### src/rtl/deserialize8x4.sv
// Deserializer collecting eight 4-bit words into a parallel group of eight lanes.
// A group is collected in FILL, then held for downstream in HOLD. The word
// offered in the cycle that drains a group is accepted into lane 0, so
// sustained throughput is one word per cycle.
//
// Ports:
//   CLK      in   1  clock, rising edge
//   RESET    in   1  synchronous, active-high reset
//   I        in   4  serial input word
//   I_valid  in   1  upstream word present
//   I_ready  out  1  block accepts I this cycle (equals O_ready while holding)
//   O0..O7   out  4  parallel lanes; O0 is the first word of a group
//   O_valid  out  1  complete group held stable
//   O_ready  in   1  downstream accepts the group
//   Cnt      out  3  words accepted into the current partial group
module deserialize8x4 (
  input  logic       CLK,
  input  logic       RESET,
  input  logic [3:0] I,
  input  logic       I_valid,
  output logic       I_ready,
  output logic [3:0] O0,
  output logic [3:0] O1,
  output logic [3:0] O2,
  output logic [3:0] O3,
  output logic [3:0] O4,
  output logic [3:0] O5,
  output logic [3:0] O6,
  output logic [3:0] O7,
  output logic       O_valid,
  input  logic       O_ready,
  output logic [2:0] Cnt
);

  localparam int unsigned LANES   = 8;
  localparam int unsigned LANE_W  = 4;
  localparam int unsigned CNT_W   = 3;

  typedef enum logic [0:0] {
    FILL = 1'b0,
    HOLD = 1'b1
  } state_t;

  state_t              state_q;
  state_t              state_d;
  logic [CNT_W-1:0]    cnt_q;
  logic [CNT_W-1:0]    cnt_d;
  logic [LANE_W-1:0]   lane_q [LANES];
  logic                wr_en;
  logic [CNT_W-1:0]    wr_idx;

  // State register
  always_ff @(posedge CLK) begin
    if (RESET) begin
      state_q <= FILL;
    end else begin
      state_q <= state_d;
    end
  end

  // Next-state logic: the eighth accepted word closes the group; a drain reopens FILL
  always_comb begin
    state_d = state_q;
    case (state_q)
      FILL: begin
        if (I_valid && (cnt_q == CNT_W'(LANES - 1))) begin
          state_d = HOLD;
        end
      end
      HOLD: begin
        if (O_ready) begin
          state_d = FILL;
        end
      end
      default: state_d = FILL;
    endcase
  end

  // Output and lane-write decode
  always_comb begin
    I_ready = 1'b1;
    O_valid = 1'b0;
    wr_en   = 1'b0;
    wr_idx  = cnt_q;
    cnt_d   = cnt_q;
    case (state_q)
      FILL: begin
        I_ready = 1'b1;
        wr_en   = I_valid;
        wr_idx  = cnt_q;
        if (I_valid) begin
          cnt_d = cnt_q + CNT_W'(1);
        end
      end
      HOLD: begin
        // Accepting only when the held group drains keeps it from being overwritten
        I_ready = O_ready;
        O_valid = 1'b1;
        wr_en   = O_ready && I_valid;
        wr_idx  = '0;
        if (O_ready) begin
          cnt_d = I_valid ? CNT_W'(1) : CNT_W'(0);
        end
      end
      default: begin
        I_ready = 1'b1;
      end
    endcase
    // Ready stays high through reset; the reset branch below discards any write
    if (RESET) begin
      I_ready = 1'b1;
    end
  end

  // Lane storage and word counter
  always_ff @(posedge CLK) begin
    if (RESET) begin
      cnt_q <= '0;
      for (int k = 0; k < LANES; k++) begin
        lane_q[k] <= '0;
      end
    end else begin
      cnt_q <= cnt_d;
      if (wr_en) begin
        lane_q[wr_idx] <= I;
      end
    end
  end

  assign O0  = lane_q[0];
  assign O1  = lane_q[1];
  assign O2  = lane_q[2];
  assign O3  = lane_q[3];
  assign O4  = lane_q[4];
  assign O5  = lane_q[5];
  assign O6  = lane_q[6];
  assign O7  = lane_q[7];
  assign Cnt = cnt_q;

endmodule
### config.mk
export PLATFORM = sky130hd
export DESIGN_NAME = deserialize8x4
export DESIGN_NICKNAME = d
export VERILOG_FILES = /design/src/rtl/deserialize8x4.sv
export SDC_FILE = /design/constraint.sdc
export NUM_CORES = 1
export LEC_CHECK = 0
export ABC_AREA = 0
export CORE_MARGIN = 4
export CORE_UTILIZATION = 50
export CTS_BUF_LIST = sky130_fd_sc_hd__clkbuf_4
export DETAILED_ROUTE_END_ITERATION = 8
export DONT_BUFFER_PORTS = 1
export SLEW_MARGIN = 25
export SYNTH_ARGS = -nofsm -noshare
export SYNTH_HDL_FRONTEND = slang
export SYNTH_SLANG_ARGS = --single-unit
export TNS_END_PERCENT = 20
### constraint.sdc
create_clock -name CLK -period 1.5 [get_ports CLK]
set_input_delay 0.225 -clock CLK [delete_from_list [all_inputs] [get_ports CLK]]
set_output_delay 0.225 -clock CLK [all_outputs]
set_load 0.05 [all_outputs]
; ---- Word level (Yosys, flattened, before mapping)
; Memories as Yosys holds them, arrays and structs flattened.
; Index checks and enable logic that the tools add are counted.
[classes]
addsub = 1
eq_ne = 3
n_mux = 20
n_bitwise = 1
reduce_logical = 4
[ops]
columns = operator, count
row1 = $pmux W3 S2, 2
row2 = $mux W1, 11
row3 = $mux W3, 3
row4 = $pmux W1 S2, 3
row5 = $mux W4, 1
row6 = $ne A2 B2 Y1 const B, 2
row7 = $reduce_or A4 Y1, 1
row8 = $add A3 B1 Y3 const B, 1
row9 = $eq A3 B3 Y1 const B, 1
row10 = $logic_and A1 B1 Y1, 2
row11 = $reduce_and A2 Y1, 1
row12 = $not A1 Y1, 1
[totals]
regBits = 4
ram_bits = 32
input_bits = 8
output_inout_bits = 37
elab_cells = 32
n_memories = 1
[memory_table]
columns = memory, words, word_bits, rd, rd_ports_with_merged_regs, wr, line_no
row1 = lane_q, 8, 4, 8, 0, 8, 48  ; logic [LANE_W-1:0] lane_q [LANES];

; ---- Logic depth before layout (Yosys ltp)
; Gate-level depths: netlist of run 1.
[depth]
ltp_word = 7
ltp_mapped = 4
mapped_depth_nobuf = 4

; ---- Worst setup path before layout of run 1
; No wires, ideal clock.
[synth_timing]
path_kind = reg-to-reg
start = register state_q
end = memory lane_q[3][0] (enable)
setup_ns = 0.263
arrival_time_ns = 1.473
required_ns = 1.237
path_slack_ns = -0.236
stages_incl_launch_ff = 5
n_path_buf = 1
synth_period_minus_slack_ns = 1.736
path_cell_list = dfxtp_1 > buf_2 > nand4bb_1 > nor2_1 > or2_1
[synth_lines]
columns = item, line_no
row1 = from (decl), 44  ; state_t state_q;
row2 = from (signal assigned), 57  ; state_q <= state_d;
row3 = to (decl), 48

; ---- Worst setup path after layout of run 1
[layout_timing]
start = register state_q
end = output port I_ready
[layout_via]
elab_chain_len = 3
[layout_lines]
columns = item, line_no
row1 = $not A1 Y1, -
row2 = $pmux W1 S2 (*), 86  ; case (state_q)
row3 = $mux W1 (*), 110  ; if (RESET) begin
row4 = to (decl), 21  ; output logic I_ready,
; Mark *: on every way between the ends. The rest lies on a longest branch, timed or not.

==> results of run 1 <==
[power breakdown]
group	leakage (nW)	total (mW)	internal (mW)	switching, mW
sequential	0.367	1.31	1.14	0.170
combinational	0.258	0.102	0.0414	0.0605
clock	0.0338	0.506	0.216	0.290
[per-layer routing]
metal  track usage  vias to the layer above  routed length [microns]
li1              -                      422                        -
met1         0.181                      392                     1210
met2         0.264                       30                     1400
met3        0.0622                        4                      157
met4        0.0566                        0                       46
met5             0                        -                        0
[layout make-up]
class | count | area (sq um) | area share
Clock inverter | 1 | 3.75 | 0.00218
Clock buffer | 7 | 52.6 | 0.0305
Multi-Input combinational cell | 70 | 504 | 0.292
Tap cell | 31 | 38.8 | 0.0225
Timing Repair Buffer | 10 | 77.6 | 0.0450
Sequential cell | 36 | 1050 | 0.608
[cell usage in the layout, fill, tap and decap left out]
cell / netlist / final
dfxtp_2: 0 / 3
nand2_1: 3 / 3
and3_1: 4 / 4
dlygate4sd3_1: 0 / 1
and2_1: 28 / 28
and3b_1: 1 / 1
ha_1: 2 / 2
mux2i_1: 1 / 1
nand4bb_4: 0 / 1
o41ai_2: 1 / 1
nor2_1: 5 / 2
nand2b_1: 4 / 4
nor3_2: 1 / 1
dfxtp_4: 0 / 1
clkinv_1: 0 / 1
edfxtp_1: 32 / 32
clkbuf_4: 0 / 7
nor4_2: 3 / 3
a21oi_1: 2 / 2
a22oi_1: 2 / 2
a2111oi_0: 1 / 1
nor2b_1: 2 / 2
or2_4: 0 / 1
a21o_1: 1 / 1
or2_1: 7 / 7
buf_4: 0 / 9
nor2_2: 0 / 3
[kinds of logic after synthesis]
family	synth area share
adder cells (fa/ha/maj)	0.0164
multiplexers	0.00655
AND/OR/NAND/NOR	0.252
buffers and inverters	0.00573
AO/OA/AOI/OAI	0.0377
flip-flops	0.681
[through the flow]
step	cell area (sq um)	setup WS [ns]	hold slack (ns)	total power, mW	std cells
finish	1730	0.0750	0.0875	1.91	155
global route	1730	0.0177	0.0589	2.00	155
CTS	1720	0.0804	0.0758	1.93	155
detailed placement	1650	0.111	0.294	1.43	146
global placement	1650	0.167	0.290	1.43	146
floorplan	1550	0.0163	0.301	1.40	108
[flip-flops by register name, indices dropped and copies added, names as in the netlist]
signal	flops
Cnt	3
lane_q	32
state_q	1
[path summary, 6_finish.rpt]
check / from / to / cells past startpoint
worst max register to register: state_q / lane_q[6][2] / 3
worst max-delay path: state_q / I_ready / 2
worst min register to register: state_q / state_q / 2
worst min-delay path: I[0] / lane_q[2][0] / 1
[timing repair]
action,in CTS,in global routing
resized for setup,2,2
setup buffers,0,0
hold endpoints to repair,4,0
setup endpoints to repair,1,5
hold buffers,1,0
==> results.yml, run 1 <==
synthesis:
  async_flop_share: 0
  synth_nets: 118
  syn_inst: 108
  synth_top_area_share: 0.629
  ys_top_cells_by_count: "edfxtp_1, and2_1, or2_1, nor2_1"
  synth.most_common_cell: "edfxtp_1"
  synth_top_cell_by_area: "edfxtp_1"
  syn_area_sq_um: 1530
  synth_area_leaders: "edfxtp_1, and2_1, dfxtp_1"
  yosysWarnings: 0
  synth_cell_types: 23
  synth_flop_cell: "edfxtp_1"
  syn_avg_cell_area_sq_um: 14.1
  ys_ff_latch: 36
  seq_area_frac_synth: 0.681
  synth_edf_count: 32
critical_path:
  critPathMaxFanout: 10
  cpMaxStageDelayCell: "dfxtp_4"
  critPathLaunchType: "flip-flop"
  r2r_setup_slack_ns: 0.14
  critical_path_arrival_ns: 1.20
  cp.buffers_inverters: 0
  path_cells: "nand2b_1 -> or2_4"
  crit_required_ns: 1.27
  max_stage_delay_ns: 0.43
  path_class: "flip-flop to primary output"
  crit_family: "simple AND/OR/NAND/NOR gates"
  endpoint_kind: "primary output"
min_path:
  hold_path_class: "input pin to flip-flop"
route:
  drc: 0
  wl_per_cell_microns: 18.1
  drtAntennaViolNets: 0
  drtIter0Drc: 18
  drtPass1Iterations: 4
  via_count: 848
  routed_via_density: 5.47
  wl_microns: 2810
finish:
  nets: 133
  drive_gt1_frac: 0.242
  n_fill_cell: 248
  syn_to_final_growth_pct: 12.9
  antennaDiodeCount: 0
  final_core_util: 0.610
placed_design:
  portBuffers: 0
  dp_hpwl_microns: 2020
  gp_congestion: 0.680
floorplan:
  die_w_microns: 63.3
  io_pins: 45
  rows: 19
  core_area_sq_um: 2830
  dieArea_sq_um: 4000
  start_util: 0.540
  die_y_microns: 63.3
grt:
  gr-total-overflow: 0
  grt_pass1_vias: 890
  grt_pass1_wl_microns: 4640
  grt_max_degree: 14
  track_usage: 0.157
  antenna_found_initial: 0
outcome:
  outcome: "finished clean"
timing:
  period_share: 0.950
  fin_skew_ns: 0.0103
  drv_slew: 0
  rsz0062_at_grt: "false"
  fmax_ghz: 0.702
  worst_pin_slew_ns: 0.482
  setup_viol: 0
  finalHoldViolations: 0
  final.min_clock_period_ns: 1.43
  slew_headroom: 0.679
  tns_ns: 0
clocking:
  cts_max_path_buffers: 2
  cts_buffers: 5
  insertion_delay_ns: 0.33
  cts_root_buffer: "clkbuf_4"
  cts.clk_slew.worst_paths_ns: 0.10
  cts_sinks: 36
  cts_tree: "built"
  cts_max_level: 2
power:
  leakagePower_nw: 0.659
  ir_worst_vdd_uv: 646
  power_density_nw_per_um2: 1110
job:
  drv_cap: 0
Power figures use the tool's default switching activity.
==> run 2, diff against run 1 <==
--- a/config.mk
+++ b/config.mk
@@ -6,6 +6,7 @@
 export NUM_CORES = 1
 export LEC_CHECK = 0
 export ABC_AREA = 0
+export CORE_ASPECT_RATIO = 1.75
 export CORE_MARGIN = 4
 export CORE_UTILIZATION = 50
 export CTS_BUF_LIST = sky130_fd_sc_hd__clkbuf_4
==> results.yml, run 2 (synthesis results as in run 1) <==
route:
  via_count: 872
  drtPass1Iterations: 4
  wl_per_cell_microns: 17.1
  wl_microns: 2620
  routed_via_density: 5.70
  drtAntennaViolNets: 0
  drtIter0Drc: 16
  drc: 0
critical_path:
  reg2reg_from: "Cnt[1]"
  path_cells: "nand2b_1 -> or2_4"
  endpoint_kind: "primary output"
  worst-r2r-cell-count: 3
  cpMaxStageDelayCell: "dfxtp_2"
  crit_required_ns: 1.27
  cp.buffers_inverters: 0
  critPathMaxFanout: 8
  critPathLaunchType: "flip-flop"
  r2r_end: "lane_q[6][1]"
  r2r_setup_slack_ns: 0.11
  crit_family: "simple AND/OR/NAND/NOR gates"
  path_class: "flip-flop to primary output"
  critical_path_arrival_ns: 1.18
  max_stage_delay_ns: 0.41
clocking:
  cts_max_path_buffers: 2
  cts.clk_slew.worst_paths_ns: 0.10
  cts_sinks: 36
  cts_buffers: 5
  insertion_delay_ns: 0.33
  cts_setup_buffers: 0
  cts_max_level: 2
  cts_root_buffer: "clkbuf_4"
  cts_tree: "built"
power:
  ir_worst_vdd_uv: 692
  leakagePower_nw: 0.664
  power_density_nw_per_um2: 1100
timing:
  worst_pin_slew_ns: 0.483
  fmax_ghz: 0.713
  period_share: 0.935
  final.min_clock_period_ns: 1.40
  fin_ws_ns: 0.0982
  fin_skew_ns: 0.0155
  rsz0062_at_grt: "true"
  setup_viol: 0
  slew_headroom: 0.679
  hold_ws_ns: 0.0845
  tns_ns: 0
  drv_slew: 0
  finalHoldViolations: 0
finish:
  nets: 134
  final_core_util: 0.588
  drive_gt1_frac: 0.232
  regArea_sq_um: 1050
  antennaDiodeCount: 0
  layout_commonest_cell: "edfxtp_1"
  n_fill_cell: 219
  syn_to_final_growth_pct: 12.7
  fin_cells: 153
  top_register: "lane_q"
  multi_input_area_sq_um: 499
  layout_common_cells: "edfxtp_1, and2_1, buf_4"
  largest_reg_flops: 32
floorplan:
  die_w_microns: 49.8
  die_y_microns: 81.1
  rows: 26
  dieArea_sq_um: 4040
  start_util: 0.522
  core_area_sq_um: 2930
  io_pins: 45
placed_design:
  portBuffers: 0
  pre_cts_slack_ns: 0.0877
  dp.cells: 144
  gp_congestion: 0.806
  dp_hpwl_microns: 1890
outcome:
  outcome: "finished clean"
grt:
  grt_pass1_vias: 865
  track_usage: 0.147
  grt_max_degree: 14
  gr-total-overflow: 0
  antenna_found_initial: 0
  grt_pass1_wl_microns: 4210
job:
  drv_cap: 0
min_path:
  hold_end: "lane_q[6][0]"
  worstHoldStart: "I[0]"
  whs_path_depth: 1
  hold_path_class: "input pin to flip-flop"
[run 2: cell count changes in the layout (fill, tap and decap cells not counted), sizes merged]
cell | previous run | this run
buf | 9 | 10
[run 2: worst register-to-register path, delay by kind of cell (launching register included)]
family | cells | cell delay [ns]
flops | 1 | 0.46
simple gates | 3 | 0.65
[run 2: final cells by class]
class,count,share of cell area
clock buffers,7,0.0305
well taps,28,0.0203
clock inverters,1,0.00218
repair buffers,11,0.0494
flip-flops and latches,36,0.608
multi-input cells,70,0.290
[run 2: where the power goes]
group	internal (mW)	switching, mW	total, mW
Combinational	0.0405	0.0584	0.0990
Sequential	1.14	0.169	1.31
Clock	0.216	0.271	0.487
[run 2: per-stage QoR]
stage / total power [mW] / cell area (sq um)
after floorplan: 1.40 / 1550
final: 1.89 / 1720
after CTS: 1.92 / 1720
after global placement: 1.43 / 1650
after global routing: 2.00 / 1720
after detailed placement: 1.43 / 1650
[run 2: worst max-delay path by stage]
| stage | from | end | slack (ns) | cells after the start |
|---|---|---|---|---|
| 2_1_floorplan | state_q | lane_q[6][0] | 0.02 | 4 |
| 3_3_place_gp | Cnt[1] | lane_q[6][1] | 0.17 | 3 |
| 3_5_place_dp | Cnt[1] | lane_q[6][2] | 0.09 | 3 |
| 4_1_cts | state_q | I_ready | 0.005 | 2 |
| 5_1_grt | Cnt[1] | lane_q[6][3] | -0.009 | 3 |
| 6_report | state_q | I_ready | 0.1 | 2 |
[run 2: routing by layer]
layer / share of wire / vias to the layer above / track usage
met3: 0.076 / 6 / 0.0477
met1: 0.35 / 408 / 0.144
met5: 0 / - / 0
met4: 0.024 / 0 / 0.0831
met2: 0.55 / 40 / 0.268
li1: - / 418 / -
[run 2: what timing repair did]
item | 4_1_cts | 5_1_grt
setup endpoints to repair | 0 | 7
endpoints found under the hold margin | 4 | 0
hold buffers | 1 | 0
resized for setup | 0 | 1
==> run 3, diff against run 2 <==
--- a/config.mk
+++ b/config.mk
@@ -6,12 +6,15 @@
 export NUM_CORES = 1
 export LEC_CHECK = 0
 export ABC_AREA = 0
+export CELL_PAD_IN_SITES_DETAIL_PLACEMENT = 0
+export CELL_PAD_IN_SITES_GLOBAL_PLACEMENT = 1
 export CORE_ASPECT_RATIO = 1.75
 export CORE_MARGIN = 4
-export CORE_UTILIZATION = 50
+export CORE_UTILIZATION = 30
 export CTS_BUF_LIST = sky130_fd_sc_hd__clkbuf_4
 export DETAILED_ROUTE_END_ITERATION = 8
 export DONT_BUFFER_PORTS = 1
+export PLACE_DENSITY_LB_ADDON = 0.1
 export SLEW_MARGIN = 25
 export SYNTH_ARGS = -nofsm -noshare
 export SYNTH_HDL_FRONTEND = slang
==> constraint.sdc (replaced) <==
create_clock -name CLK -period 1.7 [get_ports CLK]
set_input_delay 0.255 -clock CLK [delete_from_list [all_inputs] [get_ports CLK]]
set_output_delay 0.255 -clock CLK [all_outputs]
set_load 0.05 [all_outputs]
==> results.yml, run 3 (synthesis results as in run 1) <==
job:
  drv_cap: 0
critical_path:
  worst-r2r-cell-count: 2
  cpMaxStageDelayCell: "dfxtp_4"
  critical_path_arrival_ns: 1.36
  path_class: "flip-flop to primary output"
  max_stage_delay_ns: 0.41
  r2r_setup_slack_ns: 0.21
  r2r_end: "lane_q[0][3]"
  critPathLaunchType: "flip-flop"
  critPathMaxFanout: 6
  crit_start: "state_q"
  reg2reg_from: "Cnt[2]"
  crit_required_ns: 1.44
  path_cells: "buf_6 -> nand2b_1 -> or2_4"
  crit_end: "I_ready"
  endpoint_kind: "primary output"
finish:
  fin_cells: 173
  top_register: "lane_q"
  layout_commonest_cell: "edfxtp_1"
  nets: 128
  drive_gt1_frac: 0.151
  largest_reg_flops: 32
  layout_common_cells: "edfxtp_1, and2_1, or2_1"
  n_fill_cell: 497
  design_area_sq_um: 1690
  final_core_util: 0.343
  regArea_sq_um: 1050
  multi_input_area_sq_um: 480
  antennaDiodeCount: 0
  syn_to_final_growth_pct: 10.6
floorplan:
  start_util: 0.310
  die_y_microns: 102
  die_w_microns: 61.9
  dieArea_sq_um: 6340
  io_pins: 45
  rows: 34
  core_area_sq_um: 4930
route:
  wl_microns: 2900
  drtIter0Drc: 15
  wl_per_cell_microns: 16.8
  routed_via_density: 4.84
  drc: 0
  drtPass1Iterations: 3
  via_count: 838
  drtAntennaViolNets: 0
grt:
  grt_pass1_vias: 852
  grt_max_degree: 14
  grt_pass1_wl_microns: 4590
  track_usage: 0.104
  antenna_found_initial: 0
  gr-total-overflow: 0
power:
  switchingPower_mw: 0.456
  power_density_nw_per_um2: 981
  pwr-share-seq: 0.694
  swShare: 0.275
  p_int_mw: 1.20
  ir_worst_vdd_uv: 596
  pwr-share-comb: 0.050
  power_frac_clock: 0.257
  leakagePower_nw: 0.629
clocking:
  cts.clk_slew.worst_paths_ns: 0.11
  cts_root_buffer: "clkbuf_4"
  cts_tree: "built"
  cts_buffers: 5
  cts_setup_buffers: 0
  insertion_delay_ns: 0.32
  cts_max_path_buffers: 2
  cts_sinks: 36
  cts_max_level: 2
timing:
  period_share: 0.947
  rsz0062_at_grt: "false"
  drv_slew: 0
  worst_pin_slew_ns: 0.488
  final.min_clock_period_ns: 1.61
  slew_headroom: 0.671
  tns_ns: 0
  setup_viol: 0
  fin_skew_ns: 0.0132
  finalHoldViolations: 0
  fmax_ghz: 0.621
placed_design:
  dp.cells: 164
  dp_hpwl_microns: 2170
  portBuffers: 0
  gp_congestion: 0.727
  placed_area_sq_um: 1620
min_path:
  hold_path_class: "input pin to flip-flop"
outcome:
  outcome: "finished clean"
## run 3: cell types whose count changed in the layout (fill, tap and decap cells not counted), sizes merged
cell,delta
clkinv,+1
clkbuf,-1
buf,-6
## run 3: how the worst min path moves through the flow
stage | endpoint | slack [ns] | cells after the start | start
2_1_floorplan | Cnt[0] | 0.34 | 1 | RESET
3_3_place_gp | Cnt[1] | 0.32 | 1 | RESET
3_5_place_dp | state_q | 0.32 | 1 | RESET
4_1_cts | lane_q[6][0] | 0.10 | 1 | I[0]
5_1_grt | lane_q[6][0] | 0.09 | 1 | I[0]
6_report | lane_q[6][0] | 0.12 | 1 | I[0]
## run 3: layout make-up
| cell class | count | share of cell area |
|---|---|---|
| Clock inverter | 2 | 0.00444 |
| Clock buffer | 6 | 0.0266 |
| Multi-Input combinational cell | 70 | 0.284 |
| Sequential cell | 36 | 0.619 |
| Tap cell | 54 | 0.0400 |
| Timing Repair Buffer | 5 | 0.0259 |
## run 3: power groups by stage
stage / Sequential (mW) / Clock (mW) / Combinational [mW]
after floorplan: 1.18 / 0 / 0.0488
after CTS: 1.15 / 0.446 / 0.0826
final: 1.15 / 0.426 / 0.0821
after global routing: 1.16 / 0.479 / 0.0918
after global placement: 1.17 / 0 / 0.0782
after detailed placement: 1.17 / 0 / 0.0793
## run 3: per-layer routing
metal	routed length [microns]	global-route usage
met5	0	0
met4	66	0.0490
met3	196	0.0544
met2	1560	0.174
met1	1080	0.102
## run 3: worst max-delay path, delay by kind of cell (launching register included)
family	cells	cell delay, ns
DFF	1	0.41
and+or+nand+nor	2	0.43
buffers and inverters	1	0.19
## run 3: repair_timing
action                                  CTS  global route
hold endpoints to repair                  4             0
pin swaps                                 0             0
gates resized for setup                   2             1
gates cloned                              0             0
hold buffers                              1             0
endpoints found under the setup margin    1             1
## run 3: per-stage QoR
step,setup WS (ns),hold slack [ns],power (mW)
5_1_grt,0.00598,0.0883,1.73
3_3_place_gp,0.288,0.323,1.25
3_5_place_dp,0.257,0.321,1.25
4_1_cts,0.0347,0.102,1.68
2_1_floorplan,0.0397,0.338,1.23
6_report,0.0896,0.117,1.66
